### config.mk
export PLATFORM = sky130hd
export DESIGN_NAME = cop_dispatch_flat
export DESIGN_NICKNAME = d
export VERILOG_FILES = /design/src/rtl/cop_dispatch_if.sv /design/src/rtl/cop_dispatch.sv /design/src/flat_wrapper.sv
export SDC_FILE = /design/constraint.sdc
export NUM_CORES = 1
export LEC_CHECK = 0
export ABC_AREA = 1
export CORE_MARGIN = 2
export CORE_UTILIZATION = 29
export DETAILED_ROUTE_END_ITERATION = 7
export PLACE_DENSITY_LB_ADDON = 0.3
export SLEW_MARGIN = 30
export SYNTH_ARGS = -nofsm -noshare
export SYNTH_HDL_FRONTEND = slang
export SYNTH_SLANG_ARGS = --single-unit
export TNS_END_PERCENT = 10
### constraint.sdc
create_clock -name clk -period 2.3 [get_ports clk]
set_input_delay 0.575 -clock clk [delete_from_list [all_inputs] [get_ports clk]]
set_output_delay 0.575 -clock clk [all_outputs]
set_load 0.02 [all_outputs]
### src/rtl/cop_dispatch_if.sv
// cop_dispatch_if: bundle of the core request/response channel, the
// coprocessor dispatch/result channels and the sticky-flag/occupancy status
// of cop_dispatch. The dispatch unit uses the slave modport; the core and
// coprocessor side (or a testbench standing in for it) uses master.
interface cop_dispatch_if #(
  parameter int NUM_COP = 2,
  parameter int DATA_W  = 32,
  parameter int DEPTH   = 4
);
  localparam int CNT_W = $clog2(DEPTH + 1);

  // Core request channel
  logic                      req_valid;
  logic                      req_ready;
  logic [31:0]               req_inst;
  logic [DATA_W-1:0]         req_data;
  // Core response channel
  logic                      rsp_valid;
  logic                      rsp_ready;
  logic [DATA_W-1:0]         rsp_data;
  logic                      rsp_err;
  // Shared dispatch bus to the coprocessors
  logic [NUM_COP-1:0]        cop_valid;
  logic [NUM_COP-1:0]        cop_ready;
  logic [31:0]               cop_inst;
  logic [DATA_W-1:0]         cop_data;
  // Per-channel result return
  logic [NUM_COP-1:0]        cop_rsp_valid;
  logic [NUM_COP*DATA_W-1:0] cop_rsp_data;
  logic [NUM_COP*8-1:0]      cop_rsp_flags;
  logic [NUM_COP-1:0]        cop_rsp_ready;
  // Status
  logic                      flags_clr;
  logic [NUM_COP*8-1:0]      sticky_flags;
  logic [CNT_W-1:0]          outstanding;

  modport slave (
    input  req_valid, req_inst, req_data, rsp_ready,
    input  cop_ready, cop_rsp_valid, cop_rsp_data, cop_rsp_flags, flags_clr,
    output req_ready, rsp_valid, rsp_data, rsp_err,
    output cop_valid, cop_inst, cop_data, cop_rsp_ready,
    output sticky_flags, outstanding
  );

  modport master (
    output req_valid, req_inst, req_data, rsp_ready,
    output cop_ready, cop_rsp_valid, cop_rsp_data, cop_rsp_flags, flags_clr,
    input  req_ready, rsp_valid, rsp_data, rsp_err,
    input  cop_valid, cop_inst, cop_data, cop_rsp_ready,
    input  sticky_flags, outstanding
  );
endinterface

### src/rtl/cop_dispatch.sv
// cop_dispatch: coprocessor dispatch unit. Decodes the COPz field of core
// requests, issues legal ones to one of NUM_COP channels through a single
// registered issue stage, and returns results to the core strictly in issue
// order using a tag FIFO of outstanding operations. Illegal or unpopulated
// coprocessor instructions get an in-order error response instead.
// Optional feature: define COP_DISPATCH_STICKY_FLAGS_EN to accumulate the
// per-channel result flags into sticky_flags (cleared by flags_clr).
module cop_dispatch #(
  parameter int NUM_COP = 2,
  parameter int DATA_W  = 32,
  parameter int DEPTH   = 4
) (
  input  logic           clk,
  input  logic           rst,
  cop_dispatch_if.slave  bus
);
  localparam int PTR_W = $clog2(DEPTH);
  localparam int CNT_W = $clog2(DEPTH + 1);

  // Decode
  logic [1:0]          w_req_chan;
  logic                w_legal;
  logic                w_push;
  logic                w_pop;
  logic                w_pop_legal;
  logic                w_req_ready;

  // Issue stage
  logic                r_iss_vld_p1;
  logic [1:0]          r_iss_chan_p1;
  logic [31:0]         r_iss_inst_p1;
  logic [DATA_W-1:0]   r_iss_data_p1;
  logic [NUM_COP-1:0]  w_cop_valid;
  logic                w_iss_fire;

  // Tag FIFO: entry = {err, chan}
  logic [2:0]          r_tag_mem [DEPTH];
  logic [PTR_W-1:0]    r_wr_ptr;
  logic [PTR_W-1:0]    r_rd_ptr;
  logic [CNT_W-1:0]    r_count;
  logic [2:0]          w_head;
  logic                w_empty;
  logic                w_head_err;
  logic [1:0]          w_head_chan;

  // Response
  logic                w_rsp_valid;
  logic [DATA_W-1:0]   w_rsp_data;
  logic [NUM_COP-1:0]  w_cop_rsp_ready;

  assign w_req_chan = bus.req_inst[27:26];
  assign w_legal    = (bus.req_inst[31:28] == 4'b0100) &&
                      (int'(w_req_chan) < NUM_COP);

  // One-hot channel valid from the issue register
  always_comb begin
    w_cop_valid = '0;
    for (int c = 0; c < NUM_COP; c++) begin
      w_cop_valid[c] = r_iss_vld_p1 && (r_iss_chan_p1 == 2'(c));
    end
  end

  assign w_iss_fire = |(w_cop_valid & bus.cop_ready);

  // A pop in the same cycle deliberately does not free a slot for acceptance
  assign w_req_ready = (!r_iss_vld_p1 || w_iss_fire) && (r_count < CNT_W'(DEPTH));
  assign w_push      = bus.req_valid && w_req_ready;

  // Issue register: loaded by legal accepts, held until the channel handshakes
  always_ff @(posedge clk or negedge rst) begin
    if (!rst) begin
      r_iss_vld_p1  <= 1'b0;
      r_iss_chan_p1 <= '0;
      r_iss_inst_p1 <= '0;
      r_iss_data_p1 <= '0;
    end else if (w_push && w_legal) begin
      r_iss_vld_p1  <= 1'b1;
      r_iss_chan_p1 <= w_req_chan;
      r_iss_inst_p1 <= bus.req_inst;
      r_iss_data_p1 <= bus.req_data;
    end else if (w_iss_fire) begin
      r_iss_vld_p1  <= 1'b0;
    end
  end

  // Tag storage; validity is tracked by the pointers and count, so no reset
  always_ff @(posedge clk) begin
    if (w_push) begin
      r_tag_mem[r_wr_ptr] <= {~w_legal, w_req_chan};
    end
  end

  assign w_head      = r_tag_mem[r_rd_ptr];
  assign w_empty     = (r_count == '0);
  assign w_head_err  = !w_empty && w_head[2];
  assign w_head_chan = w_head[1:0];

  // In-order response steering: only the FIFO head's channel may return
  always_comb begin
    w_rsp_valid     = 1'b0;
    w_rsp_data      = '0;
    w_cop_rsp_ready = '0;
    if (w_head_err) begin
      w_rsp_valid = 1'b1;
    end else if (!w_empty) begin
      for (int c = 0; c < NUM_COP; c++) begin
        if (w_head_chan == 2'(c)) begin
          w_rsp_valid        = bus.cop_rsp_valid[c];
          w_rsp_data         = bus.cop_rsp_data[c*DATA_W +: DATA_W];
          w_cop_rsp_ready[c] = bus.rsp_ready;
        end
      end
    end
  end

  assign w_pop       = w_rsp_valid && bus.rsp_ready;
  assign w_pop_legal = w_pop && !w_head_err;

  // FIFO pointers and occupancy
  always_ff @(posedge clk or negedge rst) begin
    if (!rst) begin
      r_wr_ptr <= '0;
      r_rd_ptr <= '0;
      r_count  <= '0;
    end else begin
      if (w_push) r_wr_ptr <= r_wr_ptr + PTR_W'(1);
      if (w_pop)  r_rd_ptr <= r_rd_ptr + PTR_W'(1);
      case ({w_push, w_pop})
        2'b10:   r_count <= r_count + CNT_W'(1);
        2'b01:   r_count <= r_count - CNT_W'(1);
        default: r_count <= r_count;
      endcase
    end
  end

`ifdef COP_DISPATCH_STICKY_FLAGS_EN
  logic [NUM_COP*8-1:0] r_sticky;
  logic [NUM_COP*8-1:0] w_sticky_nxt;

  // Clear first, then OR in the popped flags so a coincident set wins
  always_comb begin
    w_sticky_nxt = bus.flags_clr ? '0 : r_sticky;
    if (w_pop_legal) begin
      for (int c = 0; c < NUM_COP; c++) begin
        if (w_head_chan == 2'(c)) begin
          w_sticky_nxt[c*8 +: 8] = w_sticky_nxt[c*8 +: 8] | bus.cop_rsp_flags[c*8 +: 8];
        end
      end
    end
  end

  // Sticky flag register
  always_ff @(posedge clk or negedge rst) begin
    if (!rst) r_sticky <= '0;
    else      r_sticky <= w_sticky_nxt;
  end

  assign bus.sticky_flags = r_sticky;
`else
  assign bus.sticky_flags = '0;
`endif

  assign bus.req_ready     = w_req_ready;
  assign bus.rsp_valid     = w_rsp_valid;
  assign bus.rsp_data      = w_rsp_data;
  assign bus.rsp_err       = w_head_err;
  assign bus.cop_valid     = w_cop_valid;
  assign bus.cop_inst      = r_iss_inst_p1;
  assign bus.cop_data      = r_iss_data_p1;
  assign bus.cop_rsp_ready = w_cop_rsp_ready;
  assign bus.outstanding   = r_count;
endmodule

### src/flat_wrapper.sv
// flat-port wrapper written by rule: the top's interface ports become plain ports
module cop_dispatch_flat 
#(
  parameter int NUM_COP = 2,
  parameter int DATA_W  = 32,
  parameter int DEPTH   = 4
)
  (clk, rst, bus_req_valid, bus_req_inst, bus_req_data, bus_rsp_ready, bus_cop_ready, bus_cop_rsp_valid, bus_cop_rsp_data, bus_cop_rsp_flags, bus_flags_clr, bus_req_ready, bus_rsp_valid, bus_rsp_data, bus_rsp_err, bus_cop_valid, bus_cop_inst, bus_cop_data, bus_cop_rsp_ready, bus_sticky_flags, bus_outstanding);
  cop_dispatch_if #(.NUM_COP(NUM_COP), .DATA_W(DATA_W), .DEPTH(DEPTH)) bus_i ();
  input  logic clk;
  input  logic rst;
  input wire logic [$bits(bus_i.req_valid)-1:0] bus_req_valid;
  input wire logic [$bits(bus_i.req_inst)-1:0] bus_req_inst;
  input wire logic [$bits(bus_i.req_data)-1:0] bus_req_data;
  input wire logic [$bits(bus_i.rsp_ready)-1:0] bus_rsp_ready;
  input wire logic [$bits(bus_i.cop_ready)-1:0] bus_cop_ready;
  input wire logic [$bits(bus_i.cop_rsp_valid)-1:0] bus_cop_rsp_valid;
  input wire logic [$bits(bus_i.cop_rsp_data)-1:0] bus_cop_rsp_data;
  input wire logic [$bits(bus_i.cop_rsp_flags)-1:0] bus_cop_rsp_flags;
  input wire logic [$bits(bus_i.flags_clr)-1:0] bus_flags_clr;
  output wire logic [$bits(bus_i.req_ready)-1:0] bus_req_ready;
  output wire logic [$bits(bus_i.rsp_valid)-1:0] bus_rsp_valid;
  output wire logic [$bits(bus_i.rsp_data)-1:0] bus_rsp_data;
  output wire logic [$bits(bus_i.rsp_err)-1:0] bus_rsp_err;
  output wire logic [$bits(bus_i.cop_valid)-1:0] bus_cop_valid;
  output wire logic [$bits(bus_i.cop_inst)-1:0] bus_cop_inst;
  output wire logic [$bits(bus_i.cop_data)-1:0] bus_cop_data;
  output wire logic [$bits(bus_i.cop_rsp_ready)-1:0] bus_cop_rsp_ready;
  output wire logic [$bits(bus_i.sticky_flags)-1:0] bus_sticky_flags;
  output wire logic [$bits(bus_i.outstanding)-1:0] bus_outstanding;
  assign bus_i.req_valid = bus_req_valid;
  assign bus_i.req_inst = bus_req_inst;
  assign bus_i.req_data = bus_req_data;
  assign bus_i.rsp_ready = bus_rsp_ready;
  assign bus_i.cop_ready = bus_cop_ready;
  assign bus_i.cop_rsp_valid = bus_cop_rsp_valid;
  assign bus_i.cop_rsp_data = bus_cop_rsp_data;
  assign bus_i.cop_rsp_flags = bus_cop_rsp_flags;
  assign bus_i.flags_clr = bus_flags_clr;
  assign bus_req_ready = bus_i.req_ready;
  assign bus_rsp_valid = bus_i.rsp_valid;
  assign bus_rsp_data = bus_i.rsp_data;
  assign bus_rsp_err = bus_i.rsp_err;
  assign bus_cop_valid = bus_i.cop_valid;
  assign bus_cop_inst = bus_i.cop_inst;
  assign bus_cop_data = bus_i.cop_data;
  assign bus_cop_rsp_ready = bus_i.cop_rsp_ready;
  assign bus_sticky_flags = bus_i.sticky_flags;
  assign bus_outstanding = bus_i.outstanding;
  cop_dispatch #(.NUM_COP(NUM_COP), .DATA_W(DATA_W), .DEPTH(DEPTH)) u_core (.clk(clk), .rst(rst), .bus(bus_i));
endmodule
== Word-level counts from Yosys, hierarchy flattened ==
Memory sizes are Yosys's and may differ from the RTL's.
Cells that the tools add are included.
Storage, ports and cells
  register bits after elaboration: 74
  output and inout port bits: 122
  memories kept: 1
  bits in read-only memories: 0
  RAM bits: 12
  bits in latches: 0
Operators by class
  order comparisons: 2
  $add $sub $neg: 4
  divide/modulo/power cells: 0
  $mul: 0
  bitwise logic cells: 2
  multiplexer cells: 17
  shift operators: 0
  reductions and logical operators: 17
  equality and inequality tests: 5
Memories
  u_core.r_tag_mem: words 4, bits a word 3, read ports 1, clocked after memory_dff 0, write ports 1, RTL line cop_dispatch.sv:37  | logic [2:0] r_tag_mem [DEPTH];
Operator list (number)
  two-way mux 32 bit: 4
  two-way mux 1 bit: 10
  logical AND 1 bit: 8
  == test 2 x 1 -> 1 bit (second input constant): 3
  case mux 3 bit (2 select lines): 1
  adder 2 x 1 -> 2 bit (second input constant): 2
  == test 4 x 3 -> 1 bit (second input constant): 1
  zero test 2 bit: 2
  two-way mux 2 bit: 2
  nonzero test 2 bit: 2
  adder 3 x 1 -> 3 bit (second input constant): 1
  zero test 3 bit: 1
  < comparator 3 bit (second input constant): 1
  subtractor 3 x 1 -> 3 bit (second input constant): 1
  AND 2 bit: 1
  == test 2 bit (second input constant): 1
  zero test 1 bit: 2
  < comparator 2 bit (second input constant): 1
  OR reduction 2 bit: 1
  logical OR 1 bit: 1
  NOT 1 bit: 1

== Logic depth before layout (Yosys ltp) ==
Gate-level depths: netlist of run 1.
  depth in word-level cells: 9
  mapped depth: 16
  depth with buffers taken out: 15

== Least setup slack after synthesis of run 1 ==
Ideal clock, no wire load.
  path type: register to register
  start: reg u_core.r_rd_ptr[0]
  end: reg u_core.r_count[2], in the netlist u_core.bus.outstanding[2]
  cell stages (with the launch flop): 17
  slack: 0.013 ns
  data required time: 2.169 ns
  data arrival time: 2.156 ns
  cell sequence: dfrtp_1 -> buf_4 -> inv_2 -> nand2_1 -> nand2_1 -> nand2_1 -> nand2_1 -> nand3_1 -> nand3_1 -> nand3_1 -> inv_1 -> ha_1 -> inv_1 -> fa_1 -> a21oi_1 -> o21ai_0 -> xor2_1
On the way
  word-level cells in the longest chain between the ends: 9
RTL lines
  start: declaration: RTL line cop_dispatch.sv:39  | logic [PTR_W-1:0] r_rd_ptr;
  start signal: assignment: RTL line cop_dispatch.sv:127  | if (w_pop) r_rd_ptr <= r_rd_ptr + PTR_W'(1);
  memory read (4 x 3 bit) *
  zero test 2 bit: RTL line cop_dispatch.sv:107  | if (w_head_chan == 2'(c)) begin
  two-way mux 1 bit (2 in a row): RTL line cop_dispatch.sv:107
  two-way mux 1 bit: RTL line cop_dispatch.sv:105  | end else if (!w_empty) begin
  two-way mux 1 bit *: RTL line cop_dispatch.sv:103  | if (w_head_err) begin
  logical AND 1 bit *: RTL line cop_dispatch.sv:116  | assign w_pop = w_rsp_valid && bus.rsp_ready;
  named net u_core.w_pop: RTL line cop_dispatch.sv:24  | logic w_pop;
  == test 2 x 1 -> 1 bit / == test 2 bit (equally long branches): RTL line cop_dispatch.sv:128  | case ({w_push, w_pop})
  case mux 3 bit (2 select lines) / nonzero test 2 bit (equally long branches)
  end signal: assignment: RTL line cop_dispatch.sv:129  | 2'b10: r_count <= r_count + CNT_W'(1);
  end signal: assignment: RTL line cop_dispatch.sv:130  | 2'b01: r_count <= r_count - CNT_W'(1);
  end signal: assignment: RTL line cop_dispatch.sv:131  | default: r_count <= r_count;
  end: declaration: RTL line cop_dispatch.sv:40  | logic [CNT_W-1:0] r_count;
The timed path passes the listed nets; every way through them passes the cells marked *.
A chain may end at the register's enable or synchronous reset.

== Final worst setup path of run 1 ==
  start: reg u_core.r_rd_ptr[0]
  end: out bus_rsp_data[10]
On the way
  word-level cells in the longest chain between the ends: 6
RTL lines
  memory read (4 x 3 bit) *
  zero test 2 bit: RTL line cop_dispatch.sv:107
  two-way mux 32 bit (2 in a row): RTL line cop_dispatch.sv:107
  two-way mux 32 bit: RTL line cop_dispatch.sv:105
  two-way mux 32 bit *: RTL line cop_dispatch.sv:103
  end: declaration: RTL line flat_wrapper.sv:23  | output wire logic [$bits(bus_i.rsp_data)-1:0] bus_rsp_data;
Every way passes the cells marked *; elsewhere a longest branch is shown, timed or not.

==> flow_summary.toml, run 1 <==
[status]
status = "finished with violations"
failed_checks = "setup timing"

[yosys]
synth_flop_cell = "dfrtp_1"
yosysMostFrequentCell = "nand2_1"
synth.distinct_cells = 25
ys_async_sr_fraction = 0.8571
syn_area_per_cell_um2 = 8.135
synth_common_cells = "nand2_1, nand3_1, dfrtp_1"
synth.top_cell.area_share = 0.4343
yosysSeqAreaShare = 0.5211
synth_seq_cells = 84
synth_edf_count = 12
syn-cell-area_mm2 = 0.004149
synth_cells = 510
ys_warn_count = 0
synthTopCellsByArea = "dfrtp_1, nand2_1, nand3_1"
synth_top_area_cell = "dfrtp_1"

[final_layout]
syn_to_final_growth_pct = 93.46
nets = 954
drive_above_1_share = 0.2425
diodes = 0

[sta]
slew_viol_final = 0
fmax_ghz = 0.4082
setup_slack_ps = -150.0
setup_viol = 36
report.final.hold_viol_count = 0
final.period_utilization = 1.065
rsz0062_at_grt = "yes"
fin_crit_ps = 2450
holdWs_ps = 275.1
tns_ps = -2545
finClkSkew_ps = 7.845

[drt]
num_vias = 4550
wl_um = 15140
first_iter_violations = 81
drc = 0
viasPerCell = 4.643
post_drt_wl_per_cell_um = 15.45
final_antenna_net_count = 0
first_pass_iters = 4

[power_and_ir_drop]
ir_drop_mv = 0.6039
totalPowerFinal_mw = 10.21
cellPowerDensity_mw_per_mm2 = 1272
leakage_nw = 3.676

[floorplan]
core.rowCount = 43
pin_count = 275
coreArea_mm2 = 0.01393
dieArea_mm2 = 0.01528
initial_utilization = 0.2977
die_x_um = 123.6
dieHeight_um = 123.6

[place]
gp_congestion = 0.7870
dp_hpwl_um = 9978
pre_cts_ws_ps = -304.3
portBuffers = 241

[worst_setup_path]
worstPathArrival_ps = 1870
critPathLaunchType = "flip-flop"
critical_path_class = "reg -> out"
cp-end-kind = "primary output"
crit_fanout = 8
crit_required_ps = 1730
crit_path_cell_trace = "inv_4, nand2_2, nand3_2, nand2_4, buf_8, buf_6, nand3_1, a21oi_1, buf_4"
cp_slowest_stage_delay_ps = 440
slowest_stage = "dfrtp_2"

[global_routing]
grt.overflow.total = 0
track_usage = 0.1677
antenna_found_initial = 1
grt_pass1_wl_um = 20130
grt_pass1_vias = 4254
grt_max_degree = 73

[clock_network]
cts_buffer_depth = 2
path_clk_slew_ps = 60
cts_root_buffer = "clkbuf_16"
numCtsBuffers = 9
cts_tree = "done"
ctsHoldBuffers = 0
clock-sinks = 84
clock_latency_ps = 330
htree_num_levels = 3

[hold_path]
worstHoldPathType = "in -> async"

[job]
maxCapViolations = 0
-- routing by layer --
layer	track usage	routed length, um
met5	0	0
met4	0.03977	277
met3	0.07738	1812
met2	0.3063	7779
met1	0.1742	5271
-- flip-flops by register name, summed over array words and instances, names as in the netlist --
signal	cells
u_core.r_tag_mem	12
u_core.bus.cop_data	32
u_core.r_rd_ptr	2
u_core.r_wr_ptr	2
u_core.bus.cop_inst	32
u_core.bus.outstanding	3
u_core.r_iss_vld_p1	1
-- placed cells by master (no fill, tap or decap), types with 3 or more instances in the layout --
cell type,n
conb_1,16
dfrtp_1,71
nand3_2,21
nor2_1,5
buf_12,10
buf_4,59
a21oi_4,8
nand2_1,195
nor3_1,3
a21oi_2,17
buf_16,3
nand4_1,4
clkdlybuf4s50_1,203
a21oi_1,9
nand2_4,4
nand3_1,54
ha_1,4
buf_6,19
inv_2,4
inv_1,22
edfxtp_1,12
nand2_2,10
clkbuf_16,15
-- metrics by stage --
stage	std cells	util	area [um^2]
global route	980	0.5760	8026
CTS	962	0.5303	7390
detailed placement	940	0.4997	6963
finish	980	0.5760	8026
floorplan	525	-	4205
global placement	940	0.4997	6963
-- worst paths after layout --
| check | start | endpoint | slack (ps) | depth (start not counted) |
|---|---|---|---|---|
| hold / removal | rst | u_core.bus.cop_inst[20]$_DFFE_PN0P_ | 280 | 2 |
| min in group clk | u_core.bus.cop_inst[28]$_DFFE_PN0P_ | u_core.bus.cop_inst[28]$_DFFE_PN0P_ | 470 | 2 |
| setup reg to reg | u_core.r_rd_ptr[0]$_DFFE_PN0P_ | u_core.bus.outstanding[2]$_DFFE_PN0P_ | -30 | 15 |
| max in group asynchronous | rst | u_core.r_rd_ptr[0]$_DFFE_PN0P_ | 1710 | 2 |
| setup / recovery | u_core.r_rd_ptr[0]$_DFFE_PN0P_ | bus_rsp_data[10] | -150 | 9 |
| hold reg to reg | u_core.bus.cop_inst[28]$_DFFE_PN0P_ | u_core.bus.cop_inst[28]$_DFFE_PN0P_ | 470 | 2 |
-- final cells by class --
type,instances,area (um^2)
multi-input cells,369,2048
clock buffers,10,229.0
flip-flops and latches,84,2163
fillers,1183,5908
clock inverters,6,95.09
inverters,27,103.9
repair buffers,304,3162
well taps,180,225.2
-- critical path: cells and delay by family, from the launching register on --
kind / cells / cell delay (ps)
and+or+nand+nor: 4 / 400
DFF: 1 / 440
AOI/OAI and AO/OA: 1 / 210
buffers and inverters: 4 / 490
-- where the power goes --
part	internal [mW]	switching (mW)	total [mW]	leakage, nW
registers	1.87	0.214	2.08	1.06
logic	3.23	3.34	6.57	2.45
clock network	0.965	0.590	1.56	0.160
-- cells by family (layout without fill, tap and decap cells) --
family	after synthesis	in the layout	synth area share
AND/OR/NAND/NOR	307	307	0.3145
flip-flops	84	84	0.5211
buffers and inverters	72	347	0.09258
AO/OA/AOI/OAI	37	37	0.04463
adder cells (fa/ha/maj)	6	6	0.01990
XOR/XNOR	3	3	0.006334
other	1	16	0.0009038
-- repair_timing --
item,in CTS,in global routing
resized for setup,207,100
gates cloned,4,8
endpoints found under the setup margin,39,39
pin swaps,5,21
setup buffers,2,11
(Power assumes the default switching activity.)
==> run 2: changes to the inputs <==
--- a/config.mk
+++ b/config.mk
@@ -6,8 +6,10 @@
 export NUM_CORES = 1
 export LEC_CHECK = 0
 export ABC_AREA = 1
+export CORE_ASPECT_RATIO = 1.5
 export CORE_MARGIN = 2
 export CORE_UTILIZATION = 29
+export CTS_CLUSTER_SIZE = 8
 export DETAILED_ROUTE_END_ITERATION = 7
 export PLACE_DENSITY_LB_ADDON = 0.3
 export SLEW_MARGIN = 30
==> run 2 against run 1 <==
The run still ends with setup timing left. Clock-buffer cell count stayed put. Sequential power hardly changed. Worst hold slack worse by 39 ps. Die area is 0.13% higher. Power is 12% lower. Core utilization is 3.6 points lower. Sequential share of layout area is 1.7 points higher. Clock power is 5% lower. Sequential cell count stayed put. Critical path type unchanged. Largest cell class unchanged. Largest power group unchanged.
==> flow_summary.toml, run 2 (same netlist as run 1, synthesis figures left out) <==
[job]
maxCapViolations = 0

[clock_network]
clock-sinks = 84
clock_latency_ps = 330
htree_num_levels = 3
cts_root_buffer = "clkbuf_16"
numCtsBuffers = 9
path_clk_slew_ps = 70
cts_buffer_depth = 2
cts_tree = "done"

[status]
failed_checks = "setup timing"
status = "finished with violations"

[final_layout]
multi_input_area_mm2 = 0.001902
final_common_cell = "clkdlybuf4s50_1"
drive_above_1_share = 0.1992
seq_area_mm2 = 0.002163
instances_no_fill = 965
nets = 927
design_area_mm2 = 0.007553
fillerInstances = 1249
diodes = 0
syn_to_final_growth_pct = 82.06
post-route-util = 0.5398
most-common-layout-cells = "clkdlybuf4s50_1, nand2_1, dfrtp_1"

[drt]
viasPerCell = 4.570
wl_um = 14140
post_drt_wl_per_cell_um = 14.65
first_pass_iters = 4
final_antenna_net_count = 0
num_vias = 4410
first_iter_violations = 196
drc = 0

[worst_setup_path]
reg2reg_from = "u_core.r_rd_ptr[0]$_DFFE_PN0P_"
critical_path.top_delay_family = "buffers and inverters"
timing.rr.end = "u_core.bus.outstanding[2]$_DFFE_PN0P_"
critical_path_class = "reg -> out"
worstPathArrival_ps = 1800
cp-end-kind = "primary output"
critPathLaunchType = "flip-flop"
crit_required_ps = 1730
reg2reg_depth = 15
crit_fanout = 6
slowest_stage = "dfrtp_2"
cp_slowest_stage_delay_ps = 430
crit_buf_inv = 4
crit_path_cell_trace = "inv_4, nand2_4, nand3_1, nand2_4, buf_6, buf_4, nand3_1, a21oi_2, buf_6"
r2r_setup_slack_ps = 10

[sta]
holdWs_ps = 236.1
tns_ps = -1157
report.final.hold_viol_count = 0
setup_viol = 30
finClkSkew_ps = 9.398
setup_slack_ps = -72.41
fin_crit_ps = 2372
rsz0062_at_grt = "yes"
final.period_utilization = 1.031
fmax_ghz = 0.4215
slew_viol_final = 0

[place]
portBuffers = 241
dpl.cell_count = 937
dp_hpwl_um = 9565
gp_congestion = 0.7860
pre_cts_ws_ps = -431.5
dpl_cell_area_mm2 = 0.006855

[floorplan]
initial_utilization = 0.2965
pin_count = 275
coreArea_mm2 = 0.01399
dieHeight_um = 150.5
die_x_um = 101.7
dieArea_mm2 = 0.01530
core.rowCount = 53

[power_and_ir_drop]
clkPwrFrac = 0.163
p_sw_frac = 0.4200
intPower_mw = 5.238
totalPowerFinal_mw = 9.032
sequentialPowerShare = 0.232
ir_drop_mv = 0.8379
comb_power_share = 0.605
p_sw_mw = 3.794
leakage_nw = 3.485
cellPowerDensity_mw_per_mm2 = 1196

[global_routing]
grt_max_degree = 73
grt.overflow.total = 0
antenna_found_initial = 0
grt_pass1_vias = 4329
grt_pass1_wl_um = 20290
track_usage = 0.1656

[hold_path]
worstHoldPathType = "in -> async"
[run 2: layer usage]
metal / routed length [um] / global-route usage / vias to the layer above
li1: - / - / 2123
met1: 5033 / 0.1756 / 2010
met2: 6867 / 0.2842 / 249
met3: 1809 / 0.07892 / 28
met4: 429 / 0.05743 / 0
met5: 0 / 0 / -
[run 2: final cells by class]
type | instances | share of cell area
Timing Repair Buffer | 277 | 0.3752
Sequential cell | 84 | 0.2864
Multi-Input combinational cell | 369 | 0.2518
Tap cell | 192 | 0.03180
Clock buffer | 10 | 0.03164
Inverter | 27 | 0.01375
Clock inverter | 6 | 0.009442
[run 2: how the worst max path moves through the flow]
stage                                                        to  depth (start not counted)                      startpoint  slack (ps)
after floorplan           u_core.bus.outstanding[2]$_DFFE_PN0P_                         16  u_core.r_rd_ptr[0]$_DFFE_PN0P_          10
after CTS                                  bus_cop_rsp_ready[1]                          8  u_core.r_rd_ptr[0]$_DFFE_PN0P_        -200
after global routing                           bus_rsp_data[22]                          9  u_core.r_rd_ptr[0]$_DFFE_PN0P_        -190
after detailed placement  u_core.bus.outstanding[2]$_DFFE_PN0P_                         11                bus_cop_ready[0]        -430
after global placement    u_core.bus.outstanding[2]$_DFFE_PN0P_                         11                bus_cop_ready[1]        -440
final                                          bus_rsp_data[20]                          9  u_core.r_rd_ptr[0]$_DFFE_PN0P_         -70
[run 2: power groups by stage]
stage	combinational, mW	clock [mW]	sequential, mW
after floorplan	2.01	0	2.44
after global placement	4.40	0	2.09
after detailed placement	4.45	0	2.10
after CTS	4.75	1.52	2.09
after global routing	5.79	1.59	2.14
final	5.46	1.48	2.09
[run 2: repair_timing]
| action | in CTS | in global routing |
|---|---|---|
| setup buffers | 2 | 2 |
| hold buffers | 0 | 0 |
| cloned | 3 | 5 |
| setup endpoints to repair | 38 | 40 |
| resized for setup | 204 | 61 |
| pin swaps | 2 | 11 |
| hold endpoints to repair | 0 | 0 |
==> run 3: changes to the inputs <==
--- a/config.mk
+++ b/config.mk
@@ -11,7 +11,9 @@
 export CORE_UTILIZATION = 29
 export CTS_CLUSTER_SIZE = 8
 export DETAILED_ROUTE_END_ITERATION = 7
+export GPL_TIMING_DRIVEN = 0
 export PLACE_DENSITY_LB_ADDON = 0.3
+export RECOVER_POWER = 100
 export SLEW_MARGIN = 30
 export SYNTH_ARGS = -nofsm -noshare
 export SYNTH_HDL_FRONTEND = slang
==> run 3 against run 2 <==
The run ends with capacitance limit, slew limit, setup timing left. Sequential cell count unchanged. Cell count increased by 3.0%. Sequential power about the same. Critical path depth increased by 2. Fmax fell by 3.3%. Die area unchanged. Clock skew shrank 2.5 ps. Via count rose by 1.0%. Worst hold slack better by 230 ps. Design area increased by 2.2%. Combinational power increased by 1%. Largest cell class unchanged.
==> flow_summary.toml, run 3 (same netlist as run 1, synthesis figures left out) <==
[sta]
report.final.hold_viol_count = 0
finClkSkew_ps = 6.858
max-slew-margin-rel = -0.1933
slew_viol_final = 34
fmax_ghz = 0.4074
final.period_utilization = 1.067
worstMarginPinSlew_ps = 1790
rsz0062_at_grt = "yes"
holdWs_ps = 468.7
fin_crit_ps = 2455
setup_slack_ps = -154.6
setup_viol = 37

[clock_network]
ctsHoldBuffers = 0
clock_latency_ps = 340
numCtsBuffers = 9
cts_tree = "done"
path_clk_slew_ps = 70
cts_buffer_depth = 2
htree_num_levels = 3
clock-sinks = 84
cts_root_buffer = "clkbuf_16"

[worst_setup_path]
worstPathArrival_ps = 1880
r2r_setup_slack_ps = 0
critical_path_class = "reg -> out"
cp-startpoint = "u_core.r_rd_ptr[0]$_DFFE_PN0P_"
crit_cells = 11
crit_buf_inv = 5
timing.rr.end = "u_core.bus.outstanding[2]$_DFFE_PN0P_"
reg2reg_from = "u_core.r_rd_ptr[0]$_DFFE_PN0P_"
cp-end-kind = "primary output"
critical_path.top_delay_family = "buffers and inverters"
crit_path_cell_trace = "buf_6, inv_8, nand2_4, nand2_2, nand2_2, nand2_4, buf_12, buf_6, nand3_1, a21oi_1, buf_4"
critPathLaunchType = "flip-flop"
crit_fanout = 8
cp_slowest_stage_delay_ps = 380
reg2reg_depth = 15
worstSetupEndpoint = "bus_rsp_data[6]"
slowest_stage = "dfrtp_1"
crit_required_ps = 1730

[status]
status = "finished with violations"
failed_checks = "capacitance limit, slew limit, setup timing"

[power_and_ir_drop]
cellPowerDensity_mw_per_mm2 = 1172
ir_drop_mv = 0.5353
leakage_nw = 3.764

[floorplan]
coreArea_mm2 = 0.01399
dieArea_mm2 = 0.01530
dieHeight_um = 150.5
pin_count = 275
core.rowCount = 53
die_x_um = 101.7
initial_utilization = 0.2965

[place]
dpl.cell_count = 959
gp_congestion = 0.8015
dp_hpwl_um = 10560
portBuffers = 241
pre_cts_ws_ps = -473.5

[global_routing]
grt.overflow.total = 0
antenna_found_initial = 0
grt_pass1_vias = 4354
grt_pass1_wl_um = 21430
track_usage = 0.1780
grt_max_degree = 41

[drt]
final_antenna_net_count = 0
post_drt_wl_per_cell_um = 14.56
wl_um = 14470
drc = 0
viasPerCell = 4.482
first_iter_violations = 175
num_vias = 4455
first_pass_iters = 4

[final_layout]
nets = 956
diodes = 0
final_common_cell = "nand2_1"
fillerInstances = 1250
instances_no_fill = 994
multi_input_area_mm2 = 0.001948
syn_to_final_growth_pct = 86.07
drive_above_1_share = 0.2344
seq_area_mm2 = 0.002163
most-common-layout-cells = "nand2_1, clkdlybuf4s50_1, dfrtp_1"

[job]
maxCapViolations = 1

[hold_path]
worstHoldPathType = "reg -> reg"
[run 3: worst min-delay path: cells and delay by family, from the launching register on]
kind	cells	cell delay [ps]
buf+inv	1	40
flops	1	350
simple gates	1	50
[run 3: what timing repair did]
| action | in CTS | in global routing |
|---|---|---|
| gates cloned | 5 | 0 |
| buffers inserted | 7 | 8 |
| setup endpoints to repair | 39 | 40 |
| gates resized for setup | 253 | 81 |
| pin swaps | 13 | 13 |
[run 3: through the flow]
| stage | power (mW) | utilization | cell area [um^2] | setup TNS [ps] |
|---|---|---|---|---|
| 2_1_floorplan | 4.454 | - | 4205 | 0 |
| 3_3_place_gp | 6.367 | 0.4901 | 6858 | -155580 |
| 3_5_place_dp | 6.410 | 0.4914 | 6875 | -15900 |
| 4_1_cts | 8.557 | 0.5310 | 7430 | -2901 |
| 5_1_grt | 9.592 | 0.5517 | 7720 | -17460 |
| 6_report | 9.048 | 0.5517 | 7720 | -2753 |
[run 3: report_power, final]
group          internal (mW)  total [mW]  switching, mW
registers               1.87        2.09          0.218
logic                   2.51        5.52           3.01
clock network          0.837        1.44          0.599
total                   5.22        9.05           3.83
[run 3: final cells by class]
class,count,area share
tap,192,0.03112
buffer,45,0.05527
inverter,27,0.01410
multi-input combinational,369,0.2524
sequential,84,0.2802
clock buffer,11,0.03420
clock inverter,5,0.005024
timing repair buffer,261,0.3277
[run 3: how the worst min path moves through the flow]
| stage | start | endpoint | slack [ps] | depth (start not counted) |
|---|---|---|---|---|
| 3_3_place_gp | u_core.bus.cop_inst[29]$_DFFE_PN0P_ | u_core.bus.cop_inst[29]$_DFFE_PN0P_ | 450 | 2 |
| 4_1_cts | rst | u_core.bus.cop_data[25]$_DFFE_PN0P_ | 190 | 1 |
| 5_1_grt | u_core.bus.cop_inst[28]$_DFFE_PN0P_ | u_core.bus.cop_inst[28]$_DFFE_PN0P_ | 490 | 2 |
| 6_report | u_core.bus.cop_inst[28]$_DFFE_PN0P_ | u_core.bus.cop_inst[28]$_DFFE_PN0P_ | 470 | 2 |
| 2_1_floorplan | rst | u_core.bus.cop_data[0]$_DFFE_PN0P_ | 280 | 0 |
| 3_5_place_dp | u_core.bus.cop_inst[28]$_DFFE_PN0P_ | u_core.bus.cop_inst[28]$_DFFE_PN0P_ | 460 | 2 |
[run 3: per-layer routing]
| metal | global-route usage | wire [um] | up-vias |
|---|---|---|---|
| li1 | - | - | 2169 |
| met1 | 0.1811 | 5121 | 2028 |
| met2 | 0.3164 | 7204 | 231 |
| met3 | 0.07707 | 1769 | 27 |
| met4 | 0.06824 | 373 | 0 |
| met5 | 0 | 0 | - |
==> patch: new RTL, settings of run 2 <==
The option `COP_DISPATCH_STICKY_FLAGS_EN` is turned on by a define.
--- a/src/rtl/cop_dispatch.sv
+++ b/src/rtl/cop_dispatch.sv
@@ -5,6 +5,8 @@
 // coprocessor instructions get an in-order error response instead.
 // Optional feature: define COP_DISPATCH_STICKY_FLAGS_EN to accumulate the
 // per-channel result flags into sticky_flags (cleared by flags_clr).
+`define COP_DISPATCH_STICKY_FLAGS_EN
+
 module cop_dispatch #(
   parameter int NUM_COP = 2,
   parameter int DATA_W  = 32,
Check against the original RTL: not equivalent (a bounded check fails within 4 cycles, from zero or initial values and one cycle with rst low).
==> patch against run 2 <==
The flow still finishes with violations (negative setup slack). Design area grew 14%. Wire length up 18%. Power is 10% higher. Non-clock buffer count rose by 41. Maximum frequency increased by 0.97%. Synthesized area increased by 17%. Worst hold slack got worse by 0.11 ns. Core utilization fell by 2.1 points. Sequential cell count increased by 16. Setup slack gained 0.023 ns. Clock skew is 0.0068 ns higher. Critical endpoint is now bus_rsp_data[31].
==> patch: results (changes against run 2) <==
[final_layout]
fillers=1563  ; was 1,249
nNetsFinal=1018  ; was 927
layout-drive-gt1-share_pct=19.0  ; was 19.9%

[status]
failed_checks=negative setup slack  ; unchanged
outcome=finished with violations  ; unchanged

[route]
via_per_inst=4.80  ; was 4.57
drt_iter0_markers=247  ; was 196
wl_per_cell_um=15.6  ; was 14.7 um
wl_met3_mm=1.83  ; was 1.81 mm

[global_routing]
grt_usage_pct=17.0  ; was 16.6%
first_global_vias=4876  ; was 4,329
grt_pass1_wl_mm=24.1  ; was 20.3 mm

[place]
place_congestion=0.791  ; was 0.786
dp.cells=1051  ; was 937
port_buffers=274  ; was 241

[sta]
skew_ns=0.0162  ; was 0.00940 ns
holdWs_ns=0.123  ; was 0.236 ns
finalSetupViolations=35  ; was 30
finalSetupTns_ns=-0.746  ; was -1.16 ns
setup_slack_ns=-0.0497  ; was -0.0724 ns

[synth]
netlist_top_cells_area=dfrtp_1 45%, nand2_1 14%, nand3_1 9.4%, nand4_1 7.8%, edfxtp_1 7.4%  ; was dfrtp_1 43%, nand2_1 19%, nand3_1 9.2%, edfxtp_1 8.7%, buf_4 5.1%
synthTopCellsByCount=187 x nand2_1, 92 x nand3_1, 88 x dfrtp_1  ; was 211 x nand2_1, 76 x nand3_1, 72 x dfrtp_1
netlist-cell-type-count=26  ; was 25
seq_area_frac_synth_pct=52.6  ; was 52.1%
synth.avg_cell_area_um2=8.45  ; was 8.14 um2

[setup_path]
worstPathMaxFanout=15  ; was 6
r2r_slack_ns=-0.02  ; was 0.01 ns

[power]
ir_worst_vdd_v=0.000668  ; was 0.000838 V

## patch: cell count changes in the layout (fill, tap and decap cells not counted), sizes merged, moves of 9 or more
| cell | delta |
|---|---|
| nand4 | +57 |
| dfrtp | +16 |
| nand3 | +18 |
| clkdlybuf4s50 | +31 |
| conb | -16 |
| nand2 | -22 |
| buf | +9 |
## patch: kinds of logic after synthesis
logic type / count (synthesis) / share of synthesized area [%]
adder cells (fa/ha/maj): 6 / 1.69
flip-flops: 100 / 52.6
buffers and inverters: 73 / 6.91
AND/OR/NAND/NOR: 358 / 34.4
AO/OA/AOI/OAI: 36 / 3.72
XOR/XNOR: 4 / 0.719
## patch: final timing paths
check,to,cells after the start,start
worst max-delay path,bus_rsp_data[31],8,u_core.r_rd_ptr[0]
worst min-delay path,u_core.bus.cop_data[25],1,rst
worst max register to register,u_core.bus.outstanding[2],16,u_core.r_rd_ptr[0]
worst min register to register,u_core.bus.cop_data[23],2,u_core.bus.cop_data[23]
max in group asynchronous,u_core.bus.cop_inst[31],2,rst
min in group clk,u_core.bus.cop_data[23],2,u_core.bus.cop_data[23]
## patch: cell type report
cell class | instances | share of cell area, %
clock inverter | 6 | 0.638
multi-input combinational | 404 | 25.3
inverter | 26 | 1.16
clock buffer | 10 | 2.65
sequential | 100 | 29.7
tap | 210 | 3.05
timing repair buffer | 318 | 37.4
## patch: report_power, final
group	internal [uW]	switching, uW
Clock	759	702
Sequential	2210	259
Combinational	2720	3300
Total	5690	4260
## patch: per-stage QoR
stage	total power [uW]	area (um2)	worst slack (ns)
6_report	9950	8620	-0.0497
3_5_place_dp	7710	8020	-0.423
2_1_floorplan	5230	4870	0.0244
4_1_cts	9310	8300	-0.0559
5_1_grt	10600	8620	-0.142
3_3_place_gp	7670	8020	-0.442
## patch: critical path: stages (launching register included)
cell       delay [ns]
dfrtp_2          0.44
inv_4            0.07
nand2_1          0.07
nand3_2          0.11
nand2_8          0.16
clkbuf_16        0.18
nand3_1          0.07
a21oi_1          0.16
buf_4            0.16
## patch: timing repair
item | in CTS | in global routing
gates cloned | 1 | 5
gates resized for setup | 201 | 61
setup buffers | 0 | 1
endpoints found under the setup margin | 101 | 84
pin swaps | 1 | 6
## patch: layer usage
metal	up-vias	GRT usage [%]
met5	-	0
met4	0	4.37
met3	14	6.48
met2	213	29.9
met1	2421	18.8
li1	2512	-
